## config.mk

```make
export PLATFORM = sky130hd
export DESIGN_NAME = mkr_pin_mux_ctrl
export DESIGN_NICKNAME = d
export VERILOG_FILES = /design/src/rtl/mkr_pin_mux_ctrl.sv
export SDC_FILE = /design/constraint.sdc
export NUM_CORES = 1
export LEC_CHECK = 0
export CORE_ASPECT_RATIO = 2
export CORE_UTILIZATION = 43
export CTS_CLUSTER_SIZE = 16
export DETAILED_ROUTE_END_ITERATION = 6
export PLACE_DENSITY_LB_ADDON = 0.2
export SYNTH_ARGS = -nofsm -noshare
export SYNTH_HDL_FRONTEND = slang
export SYNTH_SLANG_ARGS = --single-unit
```

## constraint.sdc

```tcl
create_clock -name clock -period 7.25 [get_ports clock]
set_input_delay 0.725 -clock clock [delete_from_list [all_inputs] [get_ports clock]]
set_output_delay 0.725 -clock clock [all_outputs]
set_load 0.01 [all_outputs]
```

## src/rtl/mkr_pin_mux_ctrl.sv

```systemverilog
// Pin-mux reconfiguration sequencer for the shared MKR header pins.
// Round-robin request arbitration, then break-before-make: tri-state, dead time, switch msel, drive oe.
module mkr_pin_mux_ctrl #(
    parameter int NUM_PINS    = 23,
    parameter int NUM_REQ     = 2,
    parameter int DEAD_CYCLES = 2
) (
    input  logic                    clock,
    input  logic                    reset,
    input  logic [NUM_REQ-1:0]      req_valid,
    input  logic [NUM_REQ*5-1:0]    req_pin,
    input  logic [NUM_REQ*2-1:0]    req_msel,
    input  logic [NUM_REQ-1:0]      req_oe,
    output logic [NUM_REQ-1:0]      req_ready,
    output logic [NUM_PINS*2-1:0]   pin_msel,
    output logic [NUM_PINS-1:0]     pin_oe,
    output logic                    busy,
    output logic                    done,
    output logic                    err
);

    // state   | meaning
    // S_IDLE  | waiting for a request; arbitration and accept happen here
    // S_BREAK | pin tri-stated, dead-time counter running
    // S_MAKE  | new msel in place, oe applied at the closing edge

    localparam int PIN_W = 5;
    localparam int PTR_W = (NUM_REQ > 1) ? $clog2(NUM_REQ) : 1;
    localparam int CNT_W = $clog2(DEAD_CYCLES + 1);

    typedef enum logic [1:0] {S_IDLE, S_BREAK, S_MAKE} state_t;

    state_t             state, state_nxt;
    logic [PTR_W-1:0]   rr_ptr;
    logic [PTR_W-1:0]   cand;
    logic [PTR_W-1:0]   grant_idx;
    logic               grant_vld;
    logic [PIN_W-1:0]   g_pin;
    logic [1:0]         g_msel;
    logic               g_oe;
    logic [1:0]         cur_msel;
    logic               pin_ok;
    logic               need_break;
    logic               accept;
    logic [PIN_W-1:0]   pin_q;
    logic [1:0]         msel_q;
    logic               oe_q;
    logic [CNT_W-1:0]   cnt;
    logic [1:0]         msel_r [NUM_PINS];
    logic               oe_r   [NUM_PINS];

    // Search starts one past the last granted requester and wraps.
    always_comb begin
        grant_vld = 1'b0;
        grant_idx = '0;
        cand      = '0;
        for (int k = 1; k <= NUM_REQ; k++) begin
            cand = PTR_W'((int'(rr_ptr) + k) % NUM_REQ);
            if (!grant_vld && req_valid[cand]) begin
                grant_vld = 1'b1;
                grant_idx = cand;
            end
        end
    end

    always_comb begin
        g_pin    = '0;
        g_msel   = '0;
        g_oe     = 1'b0;
        cur_msel = '0;
        for (int i = 0; i < NUM_REQ; i++) begin
            if (grant_idx == PTR_W'(i)) begin
                g_pin  = req_pin[i*PIN_W +: PIN_W];
                g_msel = req_msel[i*2 +: 2];
                g_oe   = req_oe[i];
            end
        end
        for (int p = 0; p < NUM_PINS; p++) begin
            if (g_pin == PIN_W'(p)) cur_msel = msel_r[p];
        end
    end

    assign pin_ok     = (int'(g_pin) < NUM_PINS);
    assign need_break = (g_msel != cur_msel);
    assign accept     = (state == S_IDLE) && grant_vld;

    always_ff @(posedge clock or negedge reset) begin
        if (!reset) state <= S_IDLE;
        else        state <= state_nxt;
    end

    always_comb begin
        state_nxt = state;
        case (state)
            S_IDLE: begin
                if (accept && pin_ok) state_nxt = need_break ? S_BREAK : S_MAKE;
            end
            S_BREAK: begin
                if (cnt == CNT_W'(1)) state_nxt = S_MAKE;
            end
            S_MAKE:  state_nxt = S_IDLE;
            default: state_nxt = S_IDLE;
        endcase
    end

    always_comb begin
        busy      = (state != S_IDLE);
        req_ready = '0;
        if (accept) req_ready[grant_idx] = 1'b1;
    end

    always_ff @(posedge clock or negedge reset) begin
        if (!reset) begin
            rr_ptr <= PTR_W'(NUM_REQ - 1);
            pin_q  <= '0;
            msel_q <= '0;
            oe_q   <= 1'b0;
            cnt    <= '0;
            done   <= 1'b0;
            err    <= 1'b0;
            for (int p = 0; p < NUM_PINS; p++) begin
                msel_r[p] <= '0;
                oe_r[p]   <= 1'b0;
            end
        end else begin
            done <= 1'b0;
            err  <= 1'b0;
            case (state)
                S_IDLE: begin
                    if (accept) begin
                        rr_ptr <= grant_idx;
                        pin_q  <= g_pin;
                        msel_q <= g_msel;
                        oe_q   <= g_oe;
                        if (!pin_ok) begin
                            err <= 1'b1;
                        end else if (need_break) begin
                            cnt <= CNT_W'(DEAD_CYCLES);
                            for (int p = 0; p < NUM_PINS; p++) begin
                                if (g_pin == PIN_W'(p)) oe_r[p] <= 1'b0;
                            end
                        end
                    end
                end
                S_BREAK: begin
                    cnt <= cnt - 1'b1;
                    if (cnt == CNT_W'(1)) begin
                        for (int p = 0; p < NUM_PINS; p++) begin
                            if (pin_q == PIN_W'(p)) msel_r[p] <= msel_q;
                        end
                    end
                end
                S_MAKE: begin
                    done <= 1'b1;
                    for (int p = 0; p < NUM_PINS; p++) begin
                        if (pin_q == PIN_W'(p)) oe_r[p] <= oe_q;
                    end
                end
                default: ;
            endcase
        end
    end

    for (genvar p = 0; p < NUM_PINS; p++) begin : g_flat
        assign pin_msel[p*2 +: 2] = msel_r[p];
        assign pin_oe[p]          = oe_r[p];
    end

endmodule

```

# ---- Word level (Yosys, flattened, before mapping)
# Cells that the tools add are included.
dict set report word_totals {
  ff_bits 84
}
dict set report op_classes {
  n_eq_ne 99
  muxes 99
  addsub 3
  reduce_logical 60
  magnitude_cmp 5
}
# operator count
set ops {}
lappend ops {{$reduce_and A6 Y1} 23}
lappend ops {{$eq A5 B4 Y1 const B} 16}
lappend ops {{$eq A5 B5 Y1 const B} 14}
lappend ops {{$mux W23} 3}
lappend ops {{$reduce_and A3 Y1} 23}
lappend ops {{$mux W2} 31}
lappend ops {{$mux W1} 60}
lappend ops {{$ne A2 B2 Y1 const B} 27}
lappend ops {{$ne A2 B1 Y1 const B} 24}
lappend ops {{$pmux W23 S2} 1}
lappend ops {{$eq A5 B3 Y1 const B} 8}
lappend ops {{$eq A5 B2 Y1 const B} 4}
lappend ops {{$eq A5 B1 Y1 const B} 2}
lappend ops {{$logic_not A5 Y1} 2}
lappend ops {{$pmux W2 S2} 2}
lappend ops {{$lt A1 B2 Y1 const B} 3}
lappend ops {{$reduce_bool A2 Y1} 3}
lappend ops {{$lt A5 B5 Y1 const B} 1}
lappend ops {{$mux W5} 1}
lappend ops {{$eq A2 B1 Y1 const B} 2}
lappend ops {{$logic_and A1 B1 Y1} 4}
lappend ops {{$reduce_and A2 Y1} 2}
lappend ops {{$reduce_and A4 Y1} 1}
lappend ops {{$add A1 B1 Y1 const B} 2}
lappend ops {{7 further kinds} 7}

# ---- Longest topological paths before layout
# Gate-level depths: netlist of the first run.
dict set report logic_depth {
  word_depth 37
  depth_mapped 13
  ltp_nobuf 9
}

# ---- Least setup slack after synthesis of the first run
# Ideal clock, no wire load.
dict set report synth_timing {
  path_kind {input to register}
  startpoint {input port req_valid[1]}
  endpoint {register msel_r, in the netlist pin_msel[22]}
  t_required_ns 7.125
  arrival_ns 2.899
  stages 11
  slack_ns 4.227
  cell_sequence {a21bo_1 > buf_6 > buf_6 > buf_6 > mux2_4 > a21oi_2 > nor3_2 > nor4_4 > nand2_1 > nor2_1 > mux2_2}
}
# element line
set synth_lines {}
lappend synth_lines {{start: declaration} 10} ;# input logic [NUM_REQ-1:0] req_valid,
lappend synth_lines {{end signal: indexed assignment} 149} ;# if (pin_q == PIN_W'(p)) msel_r[p] <= msel_q;
lappend synth_lines {{end: declaration} 49} ;# logic [1:0] msel_r [NUM_PINS];

# ---- Worst setup path in the final report of the first run
dict set report layout_timing {
  startpoint {input port req_valid[0]}
  endpoint {register oe_r, in the netlist pin_oe[14]}
}
dict set report layout_via {
  elab_chain_len 34
}
# element line
set layout_rtl {}
lappend layout_rtl {{$mux W1 (implied by the code) (2 in a row)} 59} ;# if (!grant_vld && req_valid[cand]) begin
lappend layout_rtl {{$mux W1} 59}
lappend layout_rtl {{$logic_not A1 Y1} 59}
lappend layout_rtl {{$logic_and A1 B1 Y1} 59}
lappend layout_rtl {{$mux W1} 59}
lappend layout_rtl {{$mux W5} 72} ;# if (grant_idx == PTR_W'(i)) begin
lappend layout_rtl {{$logic_not A5 Y1} 79} ;# if (g_pin == PIN_W'(p)) cur_msel = msel_r[p];
lappend layout_rtl {{$mux W2 (23 in a row)} 79}
lappend layout_rtl {{$ne A2 B2 Y1} 84} ;# assign need_break = (g_msel != cur_msel);
lappend layout_rtl {{$ne A2 B2 Y1 (no line)} -}
lappend layout_rtl {{$reduce_and A6 Y1 (no line) (*)} -}
lappend layout_rtl {{end signal: indexed assignment} 156} ;# if (pin_q == PIN_W'(p)) oe_r[p] <= oe_q;
lappend layout_rtl {{end: declaration} 50} ;# logic oe_r [NUM_PINS];
# Every way passes the cells marked *; elsewhere a longest branch is shown, timed or not. The select of a mux whose other input is x is not followed.
# A chain may end at the register's enable or synchronous reset.

==> impl_results.md, run 1 <==
* Critical path's top delay family: compound AO/OA/AOI/OAI gates
* Crit path DAT at 5.06 ns
* Leakage power at roughly 2.8 nW
* Critical path buffer and inverter count at 1
* CP Launch Type: primary input
* Hold Startpoint: oe_q
* Reg clk slew, reported paths at ~0.070 ns
* Post-Synth Simple-Gate Area at 18.8%
* Top FF cell, synth: dfrtp_1
* Post-Synth Adder-Cell Area at less than 1%
* Post-synthesis xor/xnor area fraction at less than 1%
* Worst path most repeated cell: a211oi_1
* Final Cycle Share at between 60% and 70%
* Slew margin rel. at 20.2%
* Initial antenna violation count at 0
* Total wire length at ~19000 um
* Cell variety after synth at 68
* DR iter-0 viols at around 440
* Sequential share of the synthesized area at 38.9%
* Synthesis-stage register bit count at 84
* Starting Density at between 40 and 50%
* Post-DRT Antenna Nets at 0
* Final nets at between 600 and 700
* Cts repair resizes at 0
* Sink Count at 84
* Peak supply drop at between 0.2 and 0.25 mV
* Die area at approximately 0.013 mm2
* Net Count, Synth at a little over 600
* Average size of a mapped cell at 9.08 um2
* Synth async-reset ratio at 100%
* Hold_buf cts at 0
* Worst-path cell chain: clkdlybuf4s50_1 -> a21bo_1 -> mux2i_1 -> a211oi_1 -> a2bb2oi_1 -> a21oi_1 -> a211oi_1 -> or3_1 -> nand4_1 -> o21ai_0
* Share of cells above drive strength 1 at 13.4%
* CTS H-tree lvls at 3
* Min Tclk post-route at approximately 4.8 ns
* Cell Rows at 57
* RePlAce Congestion at between 0.9 and 1
* Status: completed
* Core Region at 0.0122 mm2
* 1st-pass router iterations at 5
* CTS tree: yes
* CTS max path bufs at 2
* Fmax at slightly above 200 MHz
* Fin. max-slew vios at 0
* Wire length per cell at between 20 and 25 um
* N_diodes at 0
* Vias after detailed routing at 5063
* Dominant cells by area after synthesis: dfrtp_1, mux2_2, mux2i_1, nand2_1, nor2_1
* Critical-path maximum fanout at 25
* Largest net degree at the start of global routing at 85
* Worst-margin pin slew at about 1.2 ns
* Total CTS buffers at 9
* Critical path origin: req_valid[0]
* # DRC at 0
* Die Ht at between 150 and 200 um
* First-pass GRT wire length at just under 30000 um
* Cells after synthesis at a little under 600
* Crit end category: flip-flop
* Tot GR Track Use at about 30%
* Proportion of synthesized area in mux cells at between 15 and 20%
* Post-detail-place hpwl at 14400 um
* Area growth syn-to-layout at 23.3%
* Number of synthesized flops with an enable pin at 0
* Power Density at about 380 mW/mm2
* Synthesized area at about 0.0054 mm2
* CP max-delay cell: a21bo_1
* Post-Route Setup TNS at 0 ns
* RSZ-0062 raised after global routing: false
* Synth area leader: dfrtp_1
* Crit Path Class: in -> reg
* Synth Warn # at 0
* Worst clock skew at between 0.01 and 0.015 ns
* Worst Path Required at approximately 7.5 ns
* Setup ws final at 2.43 ns
* Final hold viol count at 0
* Synth Area in Compound Gates at a little under a fifth
* Final setup viols at 0
* DR vias/cell at just over 6
* Die W at 81.3 um
* Worst path max stage delay at between 0.9 and 1 ns
* Grt ovf at 0
* Buffers on Ports at 93
* IO Count at between 90 and 100
* Clk_lat worst skew at roughly 0.35 ns
* Worst slack, placed at about 2.1 ns
* Share of the synthesized area in the top cell type at about two fifths
* Main combinational cell family by area after synthesis: compound AO/OA/AOI/OAI gates
* Number of global-route vias before repair at roughly 5000
* Clk root buf: clkbuf_16
* Max-cap violations at 0
* Hold WC Path Type: reg -> reg
* Setup Buffers After CTS at 0
* FF-to-FF Start: rr_ptr
[final cells by class]
cell class / count / area, um2
inverter: 26 / 97.6
clock buffer: 9 / 225
timing repair buffer: 97 / 958
multi-input combinational: 447 / 3020
tap: 147 / 184
sequential: 84 / 2100
clock inverter: 7 / 80.1
fill: 1121 / 5530
[cells by family (layout without fill, tap and decap cells)]
logic type               Yosys count  count (layout)
AO/OA/AOI/OAI                    156             156
XOR/XNOR                           3               3
adder cells (fa/ha/maj)            1               1
buffers and inverters             64             139
flip-flops                        84              84
multiplexers                      83              83
AND/OR/NAND/NOR                  204             204
[Yosys cell counts (4+ instances only)]
library cell   n
mux2_2        51
nor2b_1       11
o21ai_0       32
a21oi_1       37
nor2_1        50
a22oi_1       10
or3_1          4
nand4_1        4
buf_6          4
and3_1         9
nand2_1       59
o211ai_1       5
mux2i_1       25
buf_2          5
inv_1         25
nor4_1         6
clkbuf_1      26
nor3_1        14
nand2b_1      10
o22ai_1        8
dfrtp_1       83
a211oi_1       4
nand3_1       21
o21ai_1        8
mux2_4         4
a31o_1         8
a31oi_1        6
[tightest hold or removal path, stage by stage (launching register included)]
cell and delay [ns]:
dfrtp_1 0.34, nand2_1 0.04, o21ai_0 0.07
[final timing paths]
path | slack [ns] | end | depth (start not counted)
min in group asynchronous | 0.58 | pin_msel[43] | 1
worst min-delay path | 0.49 | oe_q | 2
worst max-delay path | 2.43 | pin_oe[14] | 10
worst max register to register | 2.88 | pin_oe[14] | 9
worst min register to register | 0.49 | oe_q | 2
max in group asynchronous | 5.98 | pin_msel[4] | 1
[power by group]
group | internal (mW) | switching, mW
combinational | 0.563 | 0.613
clock | 0.272 | 0.209
sequential | 0.646 | 0.252
total | 1.48 | 1.07
[cells in the final DEF, fill, tap and decap left out, types with 6 or more instances in the layout]
cell             count
o21ai_0             32
inv_1               25
nor3_1              14
o21ai_1              8
nor4_1               6
dfrtp_1             83
and3_1               9
mux2_2              51
a31o_1               8
nand3_1             21
o22ai_1              8
nor2b_1             11
a22oi_1             10
a31oi_1              6
nand2b_1            10
a21oi_1             37
nor2_1              50
clkbuf_16            9
clkdlybuf4s50_1     92
mux2i_1             25
nand2_1             59
[stage by stage]
stage          hold slack (ns)  util, %  cell area (um2)  power, mW  std cells
6_report                 0.489     54.7             6670       2.55        817
5_1_grt                  0.527     54.7             6670       2.71        817
3_3_place_gp             0.465     52.2             6360       2.06        801
4_1_cts                  0.498     54.7             6670       2.56        817
3_5_place_dp             0.479     52.2             6360       2.07        801
2_1_floorplan            0.429        -             5410       1.51        595
[layer usage]
| metal | share of wire, % | track usage, % |
|---|---|---|
| met4 | 5.3 | 16.4 |
| met1 | 37 | 34.3 |
| met2 | 53 | 53.4 |
| met3 | 4.2 | 3.75 |
| met5 | 0 | 0 |
[registers in the layout, indices dropped and copies added, names as in the netlist]
name      flops
cnt           2
done          1
err           1
msel_q        2
oe_q          1
pin_msel     46
pin_oe       23
pin_q         5
rr_ptr        1
state         2
(Power assumes the default switching activity.)
==> run 2, diff against run 1 <==
==> constraint.sdc (replaced) <==
create_clock -name clock -period 4.2 [get_ports clock]
set_input_delay 0.42 -clock clock [delete_from_list [all_inputs] [get_ports clock]]
set_output_delay 0.42 -clock clock [all_outputs]
set_load 0.01 [all_outputs]
==> run 2 against run 1 <==
Cell count is 2.2% higher. Clock power up 67%. Critical endpoint is now cnt[0]. Register-to-register slack worse by 2.1 ns. Sequential share of layout area is 0.60 points lower. Clock skew increased by 0.00065 ns. Sequential power increased by 69%.
==> impl_results.md, run 2 (synthesis results as in run 1) <==
* Post-detail-place hpwl at 15100 um (+4.5%)
* Grt ovf at 0 (unchanged)
* Hold_buf cts at 0 (unchanged)
* Worst-path cell chain: clkdlybuf4s50_1 -> a21bo_1 -> mux2i_4 -> a2bb2oi_1 -> o211ai_1 -> a21oi_1 -> a211oi_1 -> or3_1 -> and3_4 -> a31o_2
* Final nets at 704 (+2.6%)
* Status: completed
* Starting Density at 44.3% (unchanged)
* Cts repair resizes at 0 (unchanged)
* Die Ht at 161 um (unchanged)
* Setup Buffers After CTS at 0 (unchanged)
* CTS tree: yes
* Reg clk slew, reported paths at 0.07 ns (about the same)
* Area growth syn-to-layout at 25.7%
* Post-DRT Antenna Nets at 0 (unchanged)
* Core Region at 0.0122 mm2 (unchanged)
* Min Tclk post-route at 3.56 ns
* Clk_lat worst skew at 0.35 ns (about the same)
* DR iter-0 viols at 323 (-26%)
* Crit path DAT at 3.81 ns (-1.25 ns)
* CP Launch Type: primary input
* Clk root buf: clkbuf_16
* Critical-path maximum fanout at 14 (-44%)
* Worst path max stage delay at 0.64 ns (-0.31 ns)
* Final hold viol count at 0 (unchanged)
* Final Cycle Share at 84.8%
* Critical path's top delay family: compound AO/OA/AOI/OAI gates
* Share of cells above drive strength 1 at 15.6% (+2.1 points)
* Buffers on Ports at 93 (unchanged)
* M1 GR Usage at 34.5% (+0.19 points)
* Hold WS at 0.280 ns (-0.209 ns)
* CP max-delay cell: mux2i_4
* Number of global-route vias before repair at 5243 (+5.4%)
* Critical path buffer and inverter count at 1 (unchanged)
* Die W at 81.3 um (unchanged)
* Crit end category: flip-flop
* N_diodes at 0 (unchanged)
* First-pass GRT wire length at 30300 um (+4.9%)
* M2 GR Usage at 56.2% (+2.8 points)
* Most common cell after layout, fill and taps aside: clkdlybuf4s50_1
* RePlAce Congestion at 0.949 (-3.7%)
* Crit Path Class: in -> reg
* Worst Path Required at 4.44 ns (-3.05 ns)
* # DRC at 0 (unchanged)
* Wire length per cell at 23.7 um (+2.2%)
* Most frequent cells in the layout: clkdlybuf4s50_1, dfrtp_1, nand2_1, mux2_2, nor2_1
* Largest net degree at the start of global routing at 85 (unchanged)
* Hold WC Path Type: in -> async
* Top Usage Layer GRT: met2
* Total wire length at 19800 um (+4.5%)
* Peak supply drop at 0.416 mV (+83%)
* Sink Count at 84 (unchanged)
* Max-cap violations at 0 (unchanged)
* Met3 usage at 4.15% (+0.40 points)
* CTS max path bufs at 2 (unchanged)
* DR vias/cell at 6.19 (about the same)
* Vias after detailed routing at 5172 (+2.2%)
* Power Density at 659 mW/mm2 (+72%)
* Die area at 0.0130 mm2 (unchanged)
* Initial antenna violation count at 0 (unchanged)
* Fill count at 1134 (+1.2%)
* IO Count at 94 (unchanged)
* Worst clock skew at 0.0112 ns (+0.000649 ns)
* Leakage power at 2.87 nW (+2.9%)
* 1st-pass router iterations at 5 (unchanged)
* Cell Rows at 57 (unchanged)
* Fmax at 281 MHz
* Tot GR Track Use at 31.9% (+1.5 points)
* Max reg flops at 46 (unchanged)
* RSZ-0062 raised after global routing: false
* Final setup viols at 0 (unchanged)
* Fin. max-slew vios at 0 (unchanged)
* Total CTS buffers at 9 (unchanged)
* Worst-margin pin slew at 1.10 ns (-0.0962 ns)
* CTS H-tree lvls at 3 (unchanged)
* Post-Route Setup TNS at 0 ns (unchanged)
* Slew margin rel. at 26.6% (+6.4 points)
-- run 2: cell count changes in the layout (fill, tap and decap cells not counted) --
cell / change
clkbuf_8: +1
inv_6: -1
bufinv_16: -1
clkinv_4: +1
buf_4: +17
clkbuf_1: +1
clkinv_2: -1
buf_12: +1
-- run 2: power by group --
group	internal (mW)	switching, mW	total (mW)
combinational	1.02	1.13	2.16
clock	0.427	0.374	0.801
sequential	1.11	0.407	1.52
-- run 2: layer usage --
metal,up-vias,part of all wire (%)
met5,-,0
met4,0,5.9
met3,63,3.9
met2,215,54
met1,2553,37
li1,2341,-
-- run 2: worst paths after layout --
path / start / to / slack (ns) / cells past startpoint
min in group clock: oe_q / oe_q / 0.49 / 2
min reg2reg: oe_q / oe_q / 0.49 / 2
max reg2reg: rr_ptr / cnt[0] / 0.76 / 9
min: reset / pin_oe[19] / 0.28 / 1
max: req_valid[0] / cnt[0] / 0.64 / 10
max in group asynchronous: reset / pin_q[3] / 3.23 / 1
-- run 2: layout make-up --
class	count	area, um2	share of cell area (%)
inverters	26	97.6	1.44
flip-flops and latches	84	2100	30.9
clock buffers	11	243	3.57
clock inverters	5	45.0	0.663
repair buffers	115	1110	16.3
multi-input cells	447	3020	44.4
well taps	147	184	2.71
-- run 2: worst reg2reg max path, delay by kind of cell, from the launching register on --
| family | cells | cell delay [ns] |
|---|---|---|
| flip-flops | 1 | 0.55 |
| AO/OA/AOI/OAI | 6 | 1.51 |
| AND/OR/NAND/NOR | 2 | 0.64 |
| multiplexers | 1 | 0.64 |
-- run 2: through the flow --
step | instances | utilization (%) | power (mW) | setup WS [ns] | area [um2]
final | 835 | 55.7 | 4.48 | 0.636 | 6800
after global routing | 835 | 55.7 | 4.73 | 0.487 | 6800
after CTS | 835 | 55.7 | 4.48 | 0.660 | 6800
after detailed placement | 819 | 53.4 | 3.67 | 0.291 | 6510
after global placement | 819 | 53.4 | 3.64 | 0.317 | 6510
after floorplan | 595 | - | 2.61 | 1.43 | 5410
